--- src/rtl/tracking_pkg.sv ---
`default_nettype none
// ============================================================================
//  Module   : tracking_pkg
//  Brief    : Shared types and defaults for the tracking / overlay stages.
//  Revision : 1.0  initial release
// ============================================================================
package tracking_pkg;

  // Default geometry; the overlay and bounds blocks take these as parameter
  // defaults so a bench or a different sensor can override them.
  localparam int DEF_COORD_W = 12;
  localparam int DEF_WIDTH   = 720;
  localparam int DEF_HEIGHT  = 540;

  // Box as reported by tracking: center plus full extent.
  typedef struct packed {
    logic [DEF_COORD_W-1:0] cx;
    logic [DEF_COORD_W-1:0] cy;
    logic [DEF_COORD_W-1:0] w;
    logic [DEF_COORD_W-1:0] h;
  } box_t;

  // Inclusive clamped rectangle; one extra bit so cx+hw cannot overflow.
  typedef struct packed {
    logic [DEF_COORD_W:0] x0;
    logic [DEF_COORD_W:0] x1;
    logic [DEF_COORD_W:0] y0;
    logic [DEF_COORD_W:0] y1;
  } bounds_t;

  typedef enum logic [0:0] {
    S_PASS = 1'b0,
    S_DRAW = 1'b1
  } state_t;

endpackage : tracking_pkg
`default_nettype wire

--- src/rtl/box_bounds.sv ---
`default_nettype none
// ============================================================================
//  Module   : box_bounds
//  Brief    : Combinational center/size box to clamped inclusive rectangle,
//             with a flag for boxes that must not be drawn.
//  Revision : 1.0  initial release
// ============================================================================
module box_bounds
  import tracking_pkg::*;
#(
  parameter int WIDTH  = DEF_WIDTH,
  parameter int HEIGHT = DEF_HEIGHT
) (
  input  box_t    box_i,
  output bounds_t bounds_o,
  output logic    empty_o
);

  localparam int BW = DEF_COORD_W + 1;
  localparam logic [BW-1:0] X_MAX = BW'(WIDTH - 1);
  localparam logic [BW-1:0] Y_MAX = BW'(HEIGHT - 1);

  logic [BW-1:0] w_cx, w_cy, w_hw, w_hh, w_xe, w_ye;

  assign w_cx = {1'b0, box_i.cx};
  assign w_cy = {1'b0, box_i.cy};
  assign w_hw = {1'b0, box_i.w} >> 1;
  assign w_hh = {1'b0, box_i.h} >> 1;
  assign w_xe = w_cx + w_hw;
  assign w_ye = w_cy + w_hh;

  // Clamp each edge into the frame; the near edge saturates at zero.
  always_comb begin
    bounds_o    = '0;
    bounds_o.x0 = (w_cx >= w_hw) ? (w_cx - w_hw) : '0;
    bounds_o.x1 = (w_xe > X_MAX) ? X_MAX : w_xe;
    bounds_o.y0 = (w_cy >= w_hh) ? (w_cy - w_hh) : '0;
    bounds_o.y1 = (w_ye > Y_MAX) ? Y_MAX : w_ye;
  end

  // Zero-size boxes and centers outside the frame are not drawn at all.
  assign empty_o = (box_i.w == '0) || (box_i.h == '0) ||
                   (w_cx > X_MAX) || (w_cy > Y_MAX);

endmodule : box_bounds
`default_nettype wire

--- src/rtl/bbox_overlay.sv ---
`default_nettype none
// ============================================================================
//  Module   : bbox_overlay
//  Brief    : FIFO-to-FIFO pixel pass-through that paints the outline of the
//             most recent tracking box onto the raster.
//  Revision : 1.0  initial release
// ============================================================================
module bbox_overlay
  import tracking_pkg::*;
#(
  parameter int          WIDTH     = DEF_WIDTH,
  parameter int          HEIGHT    = DEF_HEIGHT,
  parameter int          COORD_W   = DEF_COORD_W,
  parameter int          THICK     = 2,
  parameter logic [23:0] BOX_COLOR = 24'h00FF00
) (
  input  logic               clock,
  input  logic               reset,
  input  logic               in_empty,
  output logic               in_rd_en,
  input  logic [23:0]        in_dout,
  input  logic               out_full,
  output logic               out_wr_en,
  output logic [23:0]        out_din,
  input  logic               box_valid,
  input  logic [COORD_W-1:0] center_x,
  input  logic [COORD_W-1:0] center_y,
  input  logic [COORD_W-1:0] width,
  input  logic [COORD_W-1:0] height,
  output logic               box_active
);

  localparam logic [COORD_W-1:0] X_LAST  = COORD_W'(WIDTH - 1);
  localparam logic [COORD_W-1:0] Y_LAST  = COORD_W'(HEIGHT - 1);
  localparam int                 EW      = COORD_W + 2;
  localparam logic [EW-1:0]      T_EXT   = EW'(THICK);

  generate
    if ((THICK < 1) || (THICK > 8) || (COORD_W != DEF_COORD_W)) begin : g_param_check
      $error("bbox_overlay: unsupported THICK or COORD_W");
    end
  endgenerate

  // Raster position of the pixel currently at the head of the input FIFO.
  logic [COORD_W-1:0] x_q, x_d, y_q, y_d;

  // Latest strobed box (pending) and the box applied to the current frame.
  box_t               pend_q, pend_d;
  logic               pflag_q, pflag_d;
  box_t               act_q, act_d;
  state_t             state_q, state_d;

  logic               w_xfer;
  logic               w_fstart;
  logic               w_apply;
  box_t               w_sel_box;
  bounds_t            w_bnd;
  logic               w_empty;
  logic               w_draw;
  logic [EW-1:0]      w_px, w_py, w_x0, w_x1, w_y0, w_y1;
  logic               w_inside;
  logic               w_edge;

  // A pixel moves whenever both FIFOs allow it; reset blocks the pop.
  assign w_xfer    = !in_empty && !out_full && !reset;
  assign in_rd_en  = w_xfer;
  assign out_wr_en = w_xfer;

  assign w_fstart  = w_xfer && (x_q == '0) && (y_q == '0);
  // A pending box takes over at the first pixel of a frame, so that pixel
  // has to be judged against the pending box rather than the active one.
  assign w_apply   = w_fstart && pflag_q;
  assign w_sel_box = w_apply ? pend_q : act_q;

  box_bounds #(
    .WIDTH  (WIDTH),
    .HEIGHT (HEIGHT)
  ) u_bounds (
    .box_i    (w_sel_box),
    .bounds_o (w_bnd),
    .empty_o  (w_empty)
  );

  assign w_draw = w_apply ? !w_empty : (state_q == S_DRAW);

  // Raster counter next state: advance only on a transfer, wrap per line/frame.
  always_comb begin
    x_d = x_q;
    y_d = y_q;
    if (w_xfer) begin
      if (x_q == X_LAST) begin
        x_d = '0;
        y_d = (y_q == Y_LAST) ? '0 : y_q + 1'b1;
      end else begin
        x_d = x_q + 1'b1;
      end
    end
  end

  // Raster counter register.
  always_ff @(posedge clock) begin
    if (reset) begin
      x_q <= '0;
      y_q <= '0;
    end else begin
      x_q <= x_d;
      y_q <= y_d;
    end
  end

  // Pending box capture; a strobe on the frame-start pixel re-arms the flag
  // so it waits for the following frame.
  always_comb begin
    pend_d  = pend_q;
    pflag_d = pflag_q;
    if (w_apply) begin
      pflag_d = 1'b0;
    end
    if (box_valid) begin
      pend_d.cx = center_x;
      pend_d.cy = center_y;
      pend_d.w  = width;
      pend_d.h  = height;
      pflag_d   = 1'b1;
    end
  end

  // FSM next state and active box: only a frame-start with a pending box
  // changes anything.
  always_comb begin
    state_d = state_q;
    act_d   = act_q;
    if (w_apply) begin
      act_d   = pend_q;
      state_d = w_empty ? S_PASS : S_DRAW;
    end
  end

  // Box registers.
  always_ff @(posedge clock) begin
    if (reset) begin
      pend_q  <= '0;
      pflag_q <= 1'b0;
      act_q   <= '0;
    end else begin
      pend_q  <= pend_d;
      pflag_q <= pflag_d;
      act_q   <= act_d;
    end
  end

  // FSM state register.
  always_ff @(posedge clock) begin
    if (reset) begin
      state_q <= S_PASS;
    end else begin
      state_q <= state_d;
    end
  end

  assign box_active = (state_q == S_DRAW);

  // Outline test in widened arithmetic so x+THICK cannot wrap.
  assign w_px = {2'b00, x_q};
  assign w_py = {2'b00, y_q};
  assign w_x0 = {1'b0, w_bnd.x0};
  assign w_x1 = {1'b0, w_bnd.x1};
  assign w_y0 = {1'b0, w_bnd.y0};
  assign w_y1 = {1'b0, w_bnd.y1};

  assign w_inside = (w_px >= w_x0) && (w_px <= w_x1) &&
                    (w_py >= w_y0) && (w_py <= w_y1);
  assign w_edge   = (w_px < (w_x0 + T_EXT)) || ((w_px + T_EXT) > w_x1) ||
                    (w_py < (w_y0 + T_EXT)) || ((w_py + T_EXT) > w_y1);

  // Output pixel: box color on the outline ring, otherwise pass-through.
  always_comb begin
    out_din = in_dout;
    if (w_draw && w_inside && w_edge) begin
      out_din = BOX_COLOR;
    end
  end

endmodule : bbox_overlay
`default_nettype wire
--- config.mk ---
export PLATFORM = sky130hd
export DESIGN_NAME = bbox_overlay
export DESIGN_NICKNAME = d
export VERILOG_FILES = /design/src/rtl/tracking_pkg.sv /design/src/rtl/box_bounds.sv /design/src/rtl/bbox_overlay.sv
export SDC_FILE = /design/constraint.sdc
export NUM_CORES = 1
export LEC_CHECK = 0
export CAP_MARGIN = 20
export CORE_MARGIN = 4
export CORE_UTILIZATION = 40
export DETAILED_ROUTE_END_ITERATION = 10
export PLACE_DENSITY_LB_ADDON = 0.3
export RECOVER_POWER = 100
export SYNTH_ARGS = -nofsm -noshare
export SYNTH_HDL_FRONTEND = slang
export SYNTH_SLANG_ARGS = --single-unit
export TNS_END_PERCENT = 50
--- constraint.sdc ---
create_clock -name clock -period 16.3 [get_ports clock]
set_input_delay 2.445 -clock clock [delete_from_list [all_inputs] [get_ports clock]]
set_output_delay 2.445 -clock clock [all_outputs]
set_load 0.02 [all_outputs]
### Yosys cells after proc, flatten, opt, wreduce, memory -nomap -nowiden

Cells that the tools add are included.

* register bits after elaboration: 122
* output and inout bits: 27
* word-level logic and storage cells: 76

* add/sub/neg operators: 10
* order comparisons: 14
* equal/unequal tests: 2
* multiplexer cells: 12
* reduce and logical (&&, ||, !) cells: 26

Operator list (number)
* two-way mux 13 bit: 4
* zero test 12 bit: 4
* two-way mux 48 bit: 1
* adder 13 x 2 -> 14 bit, second input constant: 2
* less-than comparator 12 x 14 -> 1 bit: 2
* adder 12 x 11 -> 13 bit: 2
* adder 12 x 2 -> 13 bit, second input constant: 2
* >= comparator 12 x 13 -> 1 bit: 2
* greater-than comparator 13 x 10 -> 1 bit, second input constant: 2
* greater-than comparator 13 bit: 2
* less-or-equal comparator 12 x 13 -> 1 bit: 2
* subtractor 12 x 11 -> 13 bit: 2
* adder 12 x 1 -> 12 bit, second input constant: 2
* equality test 12 x 10 -> 1 bit, second input constant: 2
* >= comparator 12 x 11 -> 1 bit: 2
* greater-than comparator 12 x 10 -> 1 bit, second input constant: 2
* two-way mux 12 bit: 2
* two-way mux 24 bit: 1
* logical AND 1 bit: 10
* logical OR 1 bit: 6
* zero test 1 bit: 4
* two-way mux 1 bit: 4
* AND reduction 2 bit: 1
* nonzero test 2 bit: 1

### Depth between registers and ports, before layout

Gate-level depths: netlist (run 1).

* word-level depth: 17
* mapped depth: 38
* mapped depth without buffers: 35

### By module

A second synthesis (run 1) with hierarchy kept.

* cells, all modules: 1419
* area, all modules: 10849.2 µm²

By module, submodules not included
* bbox_overlay: instances 1, cells an instance 987, area each 7828.8 µm², sequential area each 2442.3 µm²
* box_bounds: instances 1, cells an instance 432, area each 3020.4 µm², sequential area each 0.0 µm²

### Worst setup path after synthesis (run 1)

No wires, ideal clock.

* path kind: in2out
* from: input in_empty
* to: output out_din[12]
* data arrival time: 9256 ps
* slack: 4599 ps
* stages on the path: 35
* cell sequence: or3_1 > clkbuf_1 > nor4_1 > nand2_1 > buf_1 > buf_1 > mux2i_1 > inv_1 > ha_1 > nor2b_1 > o21ai_0 > a21oi_1 > o21bai_1 > a21oi_1 > o21ai_0 > a21oi_1 > o31ai_1 > mux2i_1 > a21oi_1 > o221ai_1 > nor2_1 > ha_1 > o21bai_1 > a21o_1 > a21o_1 > a21o_1 > a21oi_1 > o21ai_0 > o211a_1 > o211ai_1 > nand4_1 > or3_1 > a21oi_1 > clkbuf_1 > a21o_1

* cells in the longest elaborated chain, start to end: 17

Ends and longest elaborated chain
* start: declaration: line bbox_overlay.sv:19 `input logic in_empty,`
* zero test 1 bit *: line bbox_overlay.sv:65 `assign w_xfer = !in_empty && !out_full && !reset;`
* logical AND 1 bit * (2 in series): line bbox_overlay.sv:65
* logical AND 1 bit * (2 in series): line bbox_overlay.sv:69 `assign w_fstart = w_xfer && (x_q == '0) && (y_q == '0);`
* logical AND 1 bit *: line bbox_overlay.sv:72 `assign w_apply = w_fstart && pflag_q;`
* two-way mux 48 bit
* adder 12 x 11 -> 13 bit: line box_bounds.sv:29 `assign w_xe = w_cx + w_hw;`
* greater-than comparator 13 x 10 -> 1 bit: line box_bounds.sv:36 `bounds_o.x1 = (w_xe > X_MAX) ? X_MAX : w_xe;`
* two-way mux 13 bit: line box_bounds.sv:36
* less-or-equal comparator 12 x 13 -> 1 bit: line bbox_overlay.sv:171 `assign w_inside = (w_px >= w_x0) && (w_px <= w_x1) &&`
* logical AND 1 bit (2 in series): line bbox_overlay.sv:171
* logical AND 1 bit: line bbox_overlay.sv:172 `(w_py >= w_y0) && (w_py <= w_y1);`
* logical AND 1 bit: line bbox_overlay.sv:179 `if (w_draw && w_inside && w_edge) begin`
* logical AND 1 bit *: line bbox_overlay.sv:179
* two-way mux 24 bit *: line bbox_overlay.sv:179
* end: declaration: line bbox_overlay.sv:24 `output logic [23:0] out_din,`

Every way passes the cells marked *; elsewhere a longest branch is shown, timed or not.

### Worst setup path after layout (run 1)

* from: input in_empty
* to: output out_din[15]

Same word-level chain as after synthesis.

==> results of run 1 <==
-- synthesized netlist by cell type (all sizes together), types with 3 or more instances --
master / n
or2: 7
nor2b: 16
xor2: 28
clkbuf: 44
o21bai: 11
and3: 16
ha: 140
a21boi: 16
a311oi: 4
o31a: 3
inv: 73
nand4: 25
nand2b: 18
nor3: 11
fa: 4
o21a: 6
nand2: 152
o211a: 3
mux2i: 86
a21oi: 81
nand3: 40
and2: 16
o211ai: 9
o2111ai: 3
nor2: 154
a211oi: 12
nor4: 14
xnor2: 49
o41ai: 5
buf: 8
nand3b: 3
or4: 5
or3: 14
nor4b: 3
o31ai: 5
a2111oi: 3
o21ai: 43
dfxtp: 120
a21o: 36
-- metrics by stage --
stage          cell area [µm²]  cells  power (µW)  utilization [%]
6_report                 12400   1749         879             48.7
2_1_floorplan            10500   1331         424                -
4_1_cts                  12400   1748         885             48.7
3_3_place_gp             11800   1716         476             46.2
5_1_grt                  12400   1749         920             48.7
3_5_place_dp             11800   1716         478             46.2
-- worst register-to-register path, delay by kind of cell, from the launching register on --
| kind | cells | cell delay, ns |
|---|---|---|
| buf+inv | 1 | 0.43 |
| simple gates | 4 | 2.21 |
| mux | 1 | 0.43 |
| flops | 1 | 0.42 |
-- flip-flops by register name, indices dropped and copies added (netlist names) --
register and flops:
x_q 12, pflag_q 1, y_q 12, pend_q 48
box_active 1, act_q 46
-- cell families (layout without fill, tap and decap cells) --
group | after synthesis | in the layout | share of synthesized area (%)
other | 1 | 10 | 0.0358
XOR/XNOR | 77 | 77 | 6.44
flip-flops | 120 | 120 | 22.9
buffers and inverters | 125 | 213 | 4.66
AO/OA/AOI/OAI | 263 | 263 | 17.1
AND/OR/NAND/NOR | 504 | 504 | 23.0
multiplexers | 87 | 87 | 8.33
adder cells (fa/ha/maj) | 145 | 145 | 17.6
-- area by class of cell --
class                           count  share of cell area [%]
Multi-Input combinational cell   1086                    61.5
Sequential cell                   120                    19.4
Timing Repair Buffer              108                    8.56
Clock buffer                       19                    3.49
Tap cell                          330                    3.33
Inverter                           73                    2.21
Clock inverter                     13                    1.56
-- worst paths after layout --
kind | from | to | slack [ns] | depth (start not counted)
hold reg to reg | act_q[44]$_SDFF_PP0_ | act_q[44]$_SDFF_PP0_ | 0.46 | 2
setup reg to reg | y_q[6]$_SDFFE_PP0P_ | act_q[25]$_SDFF_PP0_ | 12.53 | 6
setup / recovery | in_empty | out_din[15] | 1.41 | 34
hold / removal | act_q[44]$_SDFF_PP0_ | act_q[44]$_SDFF_PP0_ | 0.46 | 2
-- layer usage --
layer,up-vias,GRT usage (%)
met2,256,28.7
li1,4818,-
met4,0,4.59
met3,41,2.58
met5,-,0
met1,4326,28.7
-- power by group --
| group | switching (µW) | internal (µW) | leakage [µW] |
|---|---|---|---|
| clock network | 149 | 258 | 0.000302 |
| logic | 85.9 | 77.0 | 0.00471 |
| registers | 7.71 | 302 | 0.000977 |
| total | 243 | 637 | 0.00599 |
==> report_table.html, run 1 <==
<table>
<tr><th>Metric</th><th>Value</th></tr>
<tr><th colspan="2">Route</th></tr>
<tr><td>Detailed-route wire length per cell</td><td>15.8 µm</td></tr>
<tr><td>Met2 wire length</td><td>11600 µm</td></tr>
<tr><td>Detailed-routing iteration count for the pre-antenna-repair pass</td><td>5</td></tr>
<tr><td>Routed metal-1 wirelength</td><td>14100 µm</td></tr>
<tr><td>Via-to-Cell Ratio</td><td>5.40</td></tr>
<tr><td>Final routed DRC violation total</td><td>0</td></tr>
<tr><td>Aggregate routed wire length</td><td>27600 µm</td></tr>
<tr><td>Via Count</td><td>~9400</td></tr>
<tr><td>Top sig layer</td><td>met4</td></tr>
<tr><td>Detail Route Antenna Nets</td><td>0</td></tr>
<tr><td>Met3 Wirelength</td><td>1290 µm</td></tr>
<tr><td>Initial detailed-routing violation count</td><td>around 640</td></tr>
<tr><th colspan="2">Power and ir drop</th></tr>
<tr><td>Maximum resistive drop on vdd</td><td>74.9 µV</td></tr>
<tr><td>Pwr per Cell Area</td><td>70.9 mW/mm²</td></tr>
<tr><td>Leakage</td><td>0.00599 µW</td></tr>
<tr><th colspan="2">STA</th></tr>
<tr><td>Final critical path time including I/O delays and setup</td><td>~15 ns</td></tr>
<tr><td># setup viols final</td><td>0</td></tr>
<tr><td>Final critical-path setup slack</td><td>about 1.4 ns</td></tr>
<tr><td>Largest clock skew in the final design</td><td>0.0171 ns</td></tr>
<tr><td>Slew Limit Fails</td><td>128</td></tr>
<tr><td>Post-Route Setup TNS</td><td>0 ns</td></tr>
<tr><td>Post-route fraction of the period consumed by the critical path</td><td>91.3%</td></tr>
<tr><td>Final-layout worst hold slack</td><td>0.459 ns</td></tr>
<tr><td>Final Hold Vio Count</td><td>0</td></tr>
<tr><td>RSZ-0062 raised after global routing</td><td>no</td></tr>
<tr><td>Worst slew margin</td><td>-198%</td></tr>
<tr><td>Highest clock rate</td><td>67.2 MHz</td></tr>
<tr><td>Slew of the pin with the lowest slew margin</td><td>4.48 ns</td></tr>
<tr><th colspan="2">Clock tree</th></tr>
<tr><td>H-tree Lvls</td><td>4</td></tr>
<tr><td>Clock transition at the registers of the reported paths</td><td>0.06 ns</td></tr>
<tr><td>Longest Clk Path Bufs</td><td>2</td></tr>
<tr><td>Number of buffers added by the clock tree synthesis step</td><td>17</td></tr>
<tr><td>Sinks on Clock Net</td><td>120</td></tr>
<tr><td>Resize count post-CTS</td><td>0</td></tr>
<tr><td>Hold-fix buffers at CTS</td><td>0</td></tr>
<tr><td>CTS tree</td><td>built</td></tr>
<tr><td>Post-CTS setup buffer count</td><td>0</td></tr>
<tr><td>Later-pin clock latency in the skew report</td><td>~0.42 ns</td></tr>
<tr><td>Root buffer cell</td><td>clkbuf_16</td></tr>
<tr><th colspan="2">Critical path</th></tr>
<tr><td>Peak per-stage delay on the critical path</td><td>1.28 ns</td></tr>
<tr><td>Delay-heaviest family, CP</td><td>compound AO/OA/AOI/OAI gates</td></tr>
<tr><td>Cell mode on critical path</td><td>a21oi_1</td></tr>
<tr><td>Buffering stage count on the worst path with inverters included</td><td>4</td></tr>
<tr><td>Category of the worst setup path capture point</td><td>output port</td></tr>
<tr><td>Max FO, Critical Path</td><td>26</td></tr>
<tr><td>Critical path data arrival time</td><td>12.44 ns</td></tr>
<tr><td>Critical path class</td><td>input pin to output port</td></tr>
<tr><td>Critical path data required time</td><td>13.86 ns</td></tr>
<tr><td>Setup crit start kind</td><td>input pin</td></tr>
<tr><td>Critical-path top delay cell</td><td>a21oi_1</td></tr>
<tr><th colspan="2">Global route</th></tr>
<tr><td>First-pass GRT wire length</td><td>45600 µm</td></tr>
<tr><td>Antenna violations before repair</td><td>0</td></tr>
<tr><td>Pin count of the biggest net entering global routing</td><td>103</td></tr>
<tr><td>Vias in the first global route</td><td>8963</td></tr>
<tr><td>Gr usage total</td><td>roughly a fifth</td></tr>
<tr><td>Overflow after GRT</td><td>0</td></tr>
<tr><th colspan="2">Layout</th></tr>
<tr><td>Top library cells by usage in the layout, fill and taps aside</td><td>153 x nor2_1, 150 x nand2_1, 140 x ha_1</td></tr>
<tr><td>Filler cell count</td><td>about 2500</td></tr>
<tr><td>Multi-input gate area</td><td>0.00762 mm²</td></tr>
<tr><td>Layout cells sized above 1</td><td>4.58%</td></tr>
<tr><td>Most common library cell in the layout ignoring fill and taps</td><td>nor2_1</td></tr>
<tr><td>Sequential Area</td><td>0.00240 mm²</td></tr>
<tr><td>Layout net count</td><td>1627</td></tr>
<tr><td>Count of antenna diodes in the layout</td><td>0</td></tr>
<tr><td>Signed area change from the synthesized netlist to the final layout</td><td>18.4%</td></tr>
<tr><th colspan="2">Yosys</th></tr>
<tr><td>Cell taking the most area after synthesis</td><td>dfxtp_1</td></tr>
<tr><td>Distinct cells, synth</td><td>81</td></tr>
<tr><td>Cells after synthesis</td><td>1322</td></tr>
<tr><td>Syn avg cell area</td><td>between 7 and 8 µm²</td></tr>
<tr><td>Area share of the leading cell type in the synthesized netlist</td><td>22.9%</td></tr>
<tr><td>Mapped cell area</td><td>0.0105 mm²</td></tr>
<tr><td>#FFs+latches synth</td><td>120</td></tr>
<tr><td>Sequential area share after synthesis</td><td>between 20% and 30%</td></tr>
<tr><td>Area contributors post-synth</td><td>dfxtp_1 23%, ha_1 17%, mux2i_1 8.2%</td></tr>
<tr><td>Async set-reset flop share out of synthesis</td><td>0%</td></tr>
<tr><td>Warnings, synthesis</td><td>0</td></tr>
<tr><td>Number of enable flip-flop cells after synthesis</td><td>0</td></tr>
<tr><td>Primary FF master, synth</td><td>dfxtp_1</td></tr>
<tr><th colspan="2">Run status</th></tr>
<tr><td>Status</td><td>finished, violations left</td></tr>
<tr><td>Violations in the final reports</td><td>capacitance limit, slew limit</td></tr>
<tr><th colspan="2">Placement</th></tr>
<tr><td>Placer Congestion</td><td>0.952</td></tr>
<tr><td>Post-Place Worst Slack</td><td>2.21 ns</td></tr>
<tr><td>DPL Wire Length</td><td>21600 µm</td></tr>
<tr><td>Port-buffer cells</td><td>103</td></tr>
<tr><th colspan="2">Floorplanning</th></tr>
<tr><td>Full die area</td><td>approximately 0.029 mm²</td></tr>
<tr><td>Standard-cell row count</td><td>58</td></tr>
<tr><td>Number of placed I/O pins</td><td>104</td></tr>
<tr><td>Initial Utilization</td><td>41.1%</td></tr>
<tr><td>Die X</td><td>170 µm</td></tr>
<tr><td>Die Y</td><td>170 µm</td></tr>
<tr><td>Core outline area</td><td>0.0255 mm²</td></tr>
<tr><th colspan="2">Hold path</th></tr>
<tr><td>Min-delay worst type</td><td>flop to flop</td></tr>
<tr><th colspan="2">Flow run</th></tr>
<tr><td>Max Cap Violations</td><td>2</td></tr>
</table>
No activity file was read; power rests on OpenSTA's default activity.
==> inputs of run 2 (changes only) <==
--- a/config.mk
+++ b/config.mk
@@ -6,11 +6,13 @@
 export NUM_CORES = 1
 export LEC_CHECK = 0
 export CAP_MARGIN = 20
+export CORE_ASPECT_RATIO = 0.5
 export CORE_MARGIN = 4
 export CORE_UTILIZATION = 40
 export DETAILED_ROUTE_END_ITERATION = 10
 export PLACE_DENSITY_LB_ADDON = 0.3
 export RECOVER_POWER = 100
+export REMOVE_ABC_BUFFERS = 1
 export SYNTH_ARGS = -nofsm -noshare
 export SYNTH_HDL_FRONTEND = slang
 export SYNTH_SLANG_ARGS = --single-unit
==> run 2 against run 1 <==
Net effect:
- the run still ends with capacitance limit, slew limit left
- critical path type unchanged
- critical path depth increased by 2
- clock-buffer cell count unchanged
- hold slack lost 0.0012 ns
- first-iteration DRC count rose by 5.8%
- via count rose by 2.6%
==> report_table.html, run 2 (synthesis results as in run 1) <==
<table>
<tr><th>Metric</th><th>Value</th></tr>
<tr><th colspan="2">Run status</th></tr>
<tr><td>Status</td><td>finished, violations left</td></tr>
<tr><td>Violations in the final reports</td><td>capacitance limit, slew limit</td></tr>
<tr><th colspan="2">Floorplanning</th></tr>
<tr><td>Die Y</td><td>around 120 µm</td></tr>
<tr><td>Initial Utilization</td><td>about two fifths</td></tr>
<tr><td>Die X</td><td>237 µm</td></tr>
<tr><td>Standard-cell row count</td><td>41</td></tr>
<tr><td>Core outline area</td><td>approximately 0.025 mm²</td></tr>
<tr><td>Full die area</td><td>between 0.02 and 0.03 mm²</td></tr>
<tr><td>Number of placed I/O pins</td><td>104</td></tr>
<tr><th colspan="2">Critical path</th></tr>
<tr><td>Critical path class</td><td>input pin to output port</td></tr>
<tr><td>Critical path data arrival time</td><td>12.13 ns</td></tr>
<tr><td>Cell mode on critical path</td><td>a21oi_1</td></tr>
<tr><td>Critical-path top delay cell</td><td>nor4_1</td></tr>
<tr><td>Max FO, Critical Path</td><td>33</td></tr>
<tr><td>Critical path data required time</td><td>13.86 ns</td></tr>
<tr><td>Category of the worst setup path capture point</td><td>output port</td></tr>
<tr><td>Peak per-stage delay on the critical path</td><td>0.90 ns</td></tr>
<tr><td>Setup crit start kind</td><td>input pin</td></tr>
<tr><th colspan="2">Global route</th></tr>
<tr><td>Overflow after GRT</td><td>0</td></tr>
<tr><td>Antenna violations before repair</td><td>0</td></tr>
<tr><td>Vias in the first global route</td><td>9204</td></tr>
<tr><td>First-pass GRT wire length</td><td>46000 µm</td></tr>
<tr><td>Gr usage total</td><td>19.2%</td></tr>
<tr><td>Pin count of the biggest net entering global routing</td><td>80</td></tr>
<tr><th colspan="2">Clock tree</th></tr>
<tr><td>Post-CTS setup buffer count</td><td>0</td></tr>
<tr><td>Later-pin clock latency in the skew report</td><td>0.43 ns</td></tr>
<tr><td>Clock transition at the registers of the reported paths</td><td>0.06 ns</td></tr>
<tr><td>Resize count post-CTS</td><td>0</td></tr>
<tr><td>Sinks on Clock Net</td><td>120</td></tr>
<tr><td>Hold-fix buffers at CTS</td><td>0</td></tr>
<tr><td>Longest Clk Path Bufs</td><td>2</td></tr>
<tr><td>Root buffer cell</td><td>clkbuf_16</td></tr>
<tr><td>CTS tree</td><td>built</td></tr>
<tr><td>H-tree Lvls</td><td>4</td></tr>
<tr><td>Number of buffers added by the clock tree synthesis step</td><td>17</td></tr>
<tr><th colspan="2">STA</th></tr>
<tr><td>Post-route fraction of the period consumed by the critical path</td><td>89.4%</td></tr>
<tr><td>Final critical path time including I/O delays and setup</td><td>14.58 ns</td></tr>
<tr><td># setup viols final</td><td>0</td></tr>
<tr><td>Slew of the pin with the lowest slew margin</td><td>3.47 ns</td></tr>
<tr><td>Post-Route Setup TNS</td><td>0 ns</td></tr>
<tr><td>Slew Limit Fails</td><td>50</td></tr>
<tr><td>RSZ-0062 raised after global routing</td><td>no</td></tr>
<tr><td>Final Hold Vio Count</td><td>0</td></tr>
<tr><td>Largest clock skew in the final design</td><td>0.0118 ns</td></tr>
<tr><td>Final critical-path setup slack</td><td>1.72 ns</td></tr>
<tr><td>Final-layout worst hold slack</td><td>0.458 ns</td></tr>
<tr><td>Highest clock rate</td><td>68.6 MHz</td></tr>
<tr><td>Worst slew margin</td><td>-131%</td></tr>
<tr><th colspan="2">Layout</th></tr>
<tr><td>Flip-flop count of the largest register, all copies and words added</td><td>48</td></tr>
<tr><td>Register name with the most flops</td><td>pend_q</td></tr>
<tr><td>Layout net count</td><td>1628</td></tr>
<tr><td>Post-route standard cell area excluding fillers</td><td>0.0124 mm²</td></tr>
<tr><td>Signed area change from the synthesized netlist to the final layout</td><td>18.2%</td></tr>
<tr><td>Final core area utilization</td><td>roughly 49%</td></tr>
<tr><td>Count of antenna diodes in the layout</td><td>0</td></tr>
<tr><td>Top library cells by usage in the layout, fill and taps aside</td><td>153 x nor2_1, 151 x nand2_1, 140 x ha_1</td></tr>
<tr><td>Largest registers ranked by flip-flop count</td><td>pend_q x48, act_q x46</td></tr>
<tr><td>Most common library cell in the layout ignoring fill and taps</td><td>nor2_1</td></tr>
<tr><td>Layout cells sized above 1</td><td>roughly 4.6%</td></tr>
<tr><th colspan="2">Route</th></tr>
<tr><td>Via Count</td><td>9683</td></tr>
<tr><td>Detailed-routing iteration count for the pre-antenna-repair pass</td><td>5</td></tr>
<tr><td>Via-to-Cell Ratio</td><td>5.49</td></tr>
<tr><td>Initial detailed-routing violation count</td><td>679</td></tr>
<tr><td>Met3 Wirelength</td><td>1560 µm</td></tr>
<tr><td>Aggregate routed wire length</td><td>between 20000 and 30000 µm</td></tr>
<tr><td>Routed metal-1 wirelength</td><td>13500 µm</td></tr>
<tr><td>Detail Route Antenna Nets</td><td>0</td></tr>
<tr><td>Met2 wire length</td><td>about 13000 µm</td></tr>
<tr><td>Top sig layer</td><td>met4</td></tr>
<tr><td>Detailed-route wire length per cell</td><td>16.2 µm</td></tr>
<tr><td>Final routed DRC violation total</td><td>0</td></tr>
<tr><th colspan="2">Power and ir drop</th></tr>
<tr><td>Maximum resistive drop on vdd</td><td>between 50 and 60 µV</td></tr>
<tr><td>Leakage</td><td>0.00597 µW</td></tr>
<tr><td>Pwr per Cell Area</td><td>between 60 and 70 mW/mm²</td></tr>
<tr><th colspan="2">Placement</th></tr>
<tr><td>Placer Congestion</td><td>0.894</td></tr>
<tr><td>Total placed instance area</td><td>~0.012 mm²</td></tr>
<tr><td>Post-Place Worst Slack</td><td>2.21 ns</td></tr>
<tr><td>DPL Wire Length</td><td>22400 µm</td></tr>
<tr><td>Port-buffer cells</td><td>~100</td></tr>
<tr><th colspan="2">Hold path</th></tr>
<tr><td>Min-delay worst type</td><td>flop to flop</td></tr>
<tr><th colspan="2">Flow run</th></tr>
<tr><td>Max Cap Violations</td><td>1</td></tr>
</table>
run 2: worst paths after layout:
| path | start | endpoint | slack (ns) | cells past startpoint |
|---|---|---|---|---|
| worst min-delay path | act_q[46]$_SDFF_PP0_ | act_q[46]$_SDFF_PP0_ | 0.46 | 2 |
| worst max register to register | y_q[6]$_SDFFE_PP0P_ | box_active$_SDFFE_PP0N_ | 12.25 | 7 |
| worst min register to register | act_q[46]$_SDFF_PP0_ | act_q[46]$_SDFF_PP0_ | 0.46 | 2 |
| worst max-delay path | in_empty | out_din[18] | 1.72 | 36 |
run 2: per-stage QoR:
stage	instances	power, µW
2_1_floorplan	1279	417
3_3_place_gp	1730	474
3_5_place_dp	1730	478
4_1_cts	1762	854
5_1_grt	1764	884
6_report	1764	849
run 2: metal layers:
layer | track usage (%) | up-vias
met5 | 0 | -
met3 | 3.55 | 41
met4 | 4.19 | 0
met2 | 32.5 | 292
li1 | - | 4832
met1 | 25.6 | 4518
run 2: final cells by class:
type	count	area (µm²)
repair buffers	109	1080
well taps	344	430
flip-flops and latches	120	2400
fillers	2455	13100
inverters	73	274
multi-input cells	1086	7610
clock buffers	19	453
clock inverters	13	124
run 2: power breakdown:
group          switching, µW  internal [µW]
registers               6.55            302
clock network            157            219
logic                   86.9           78.0
run 2: worst max-delay path: cells and delay by family:
kind / cells / cell delay [ns]
AOI/OAI and AO/OA: 15 / 2.48
buffers and inverters: 6 / 2.13
adders and majority gates: 3 / 0.94
muxes: 1 / 0.43
and+or+nand+nor: 11 / 3.64
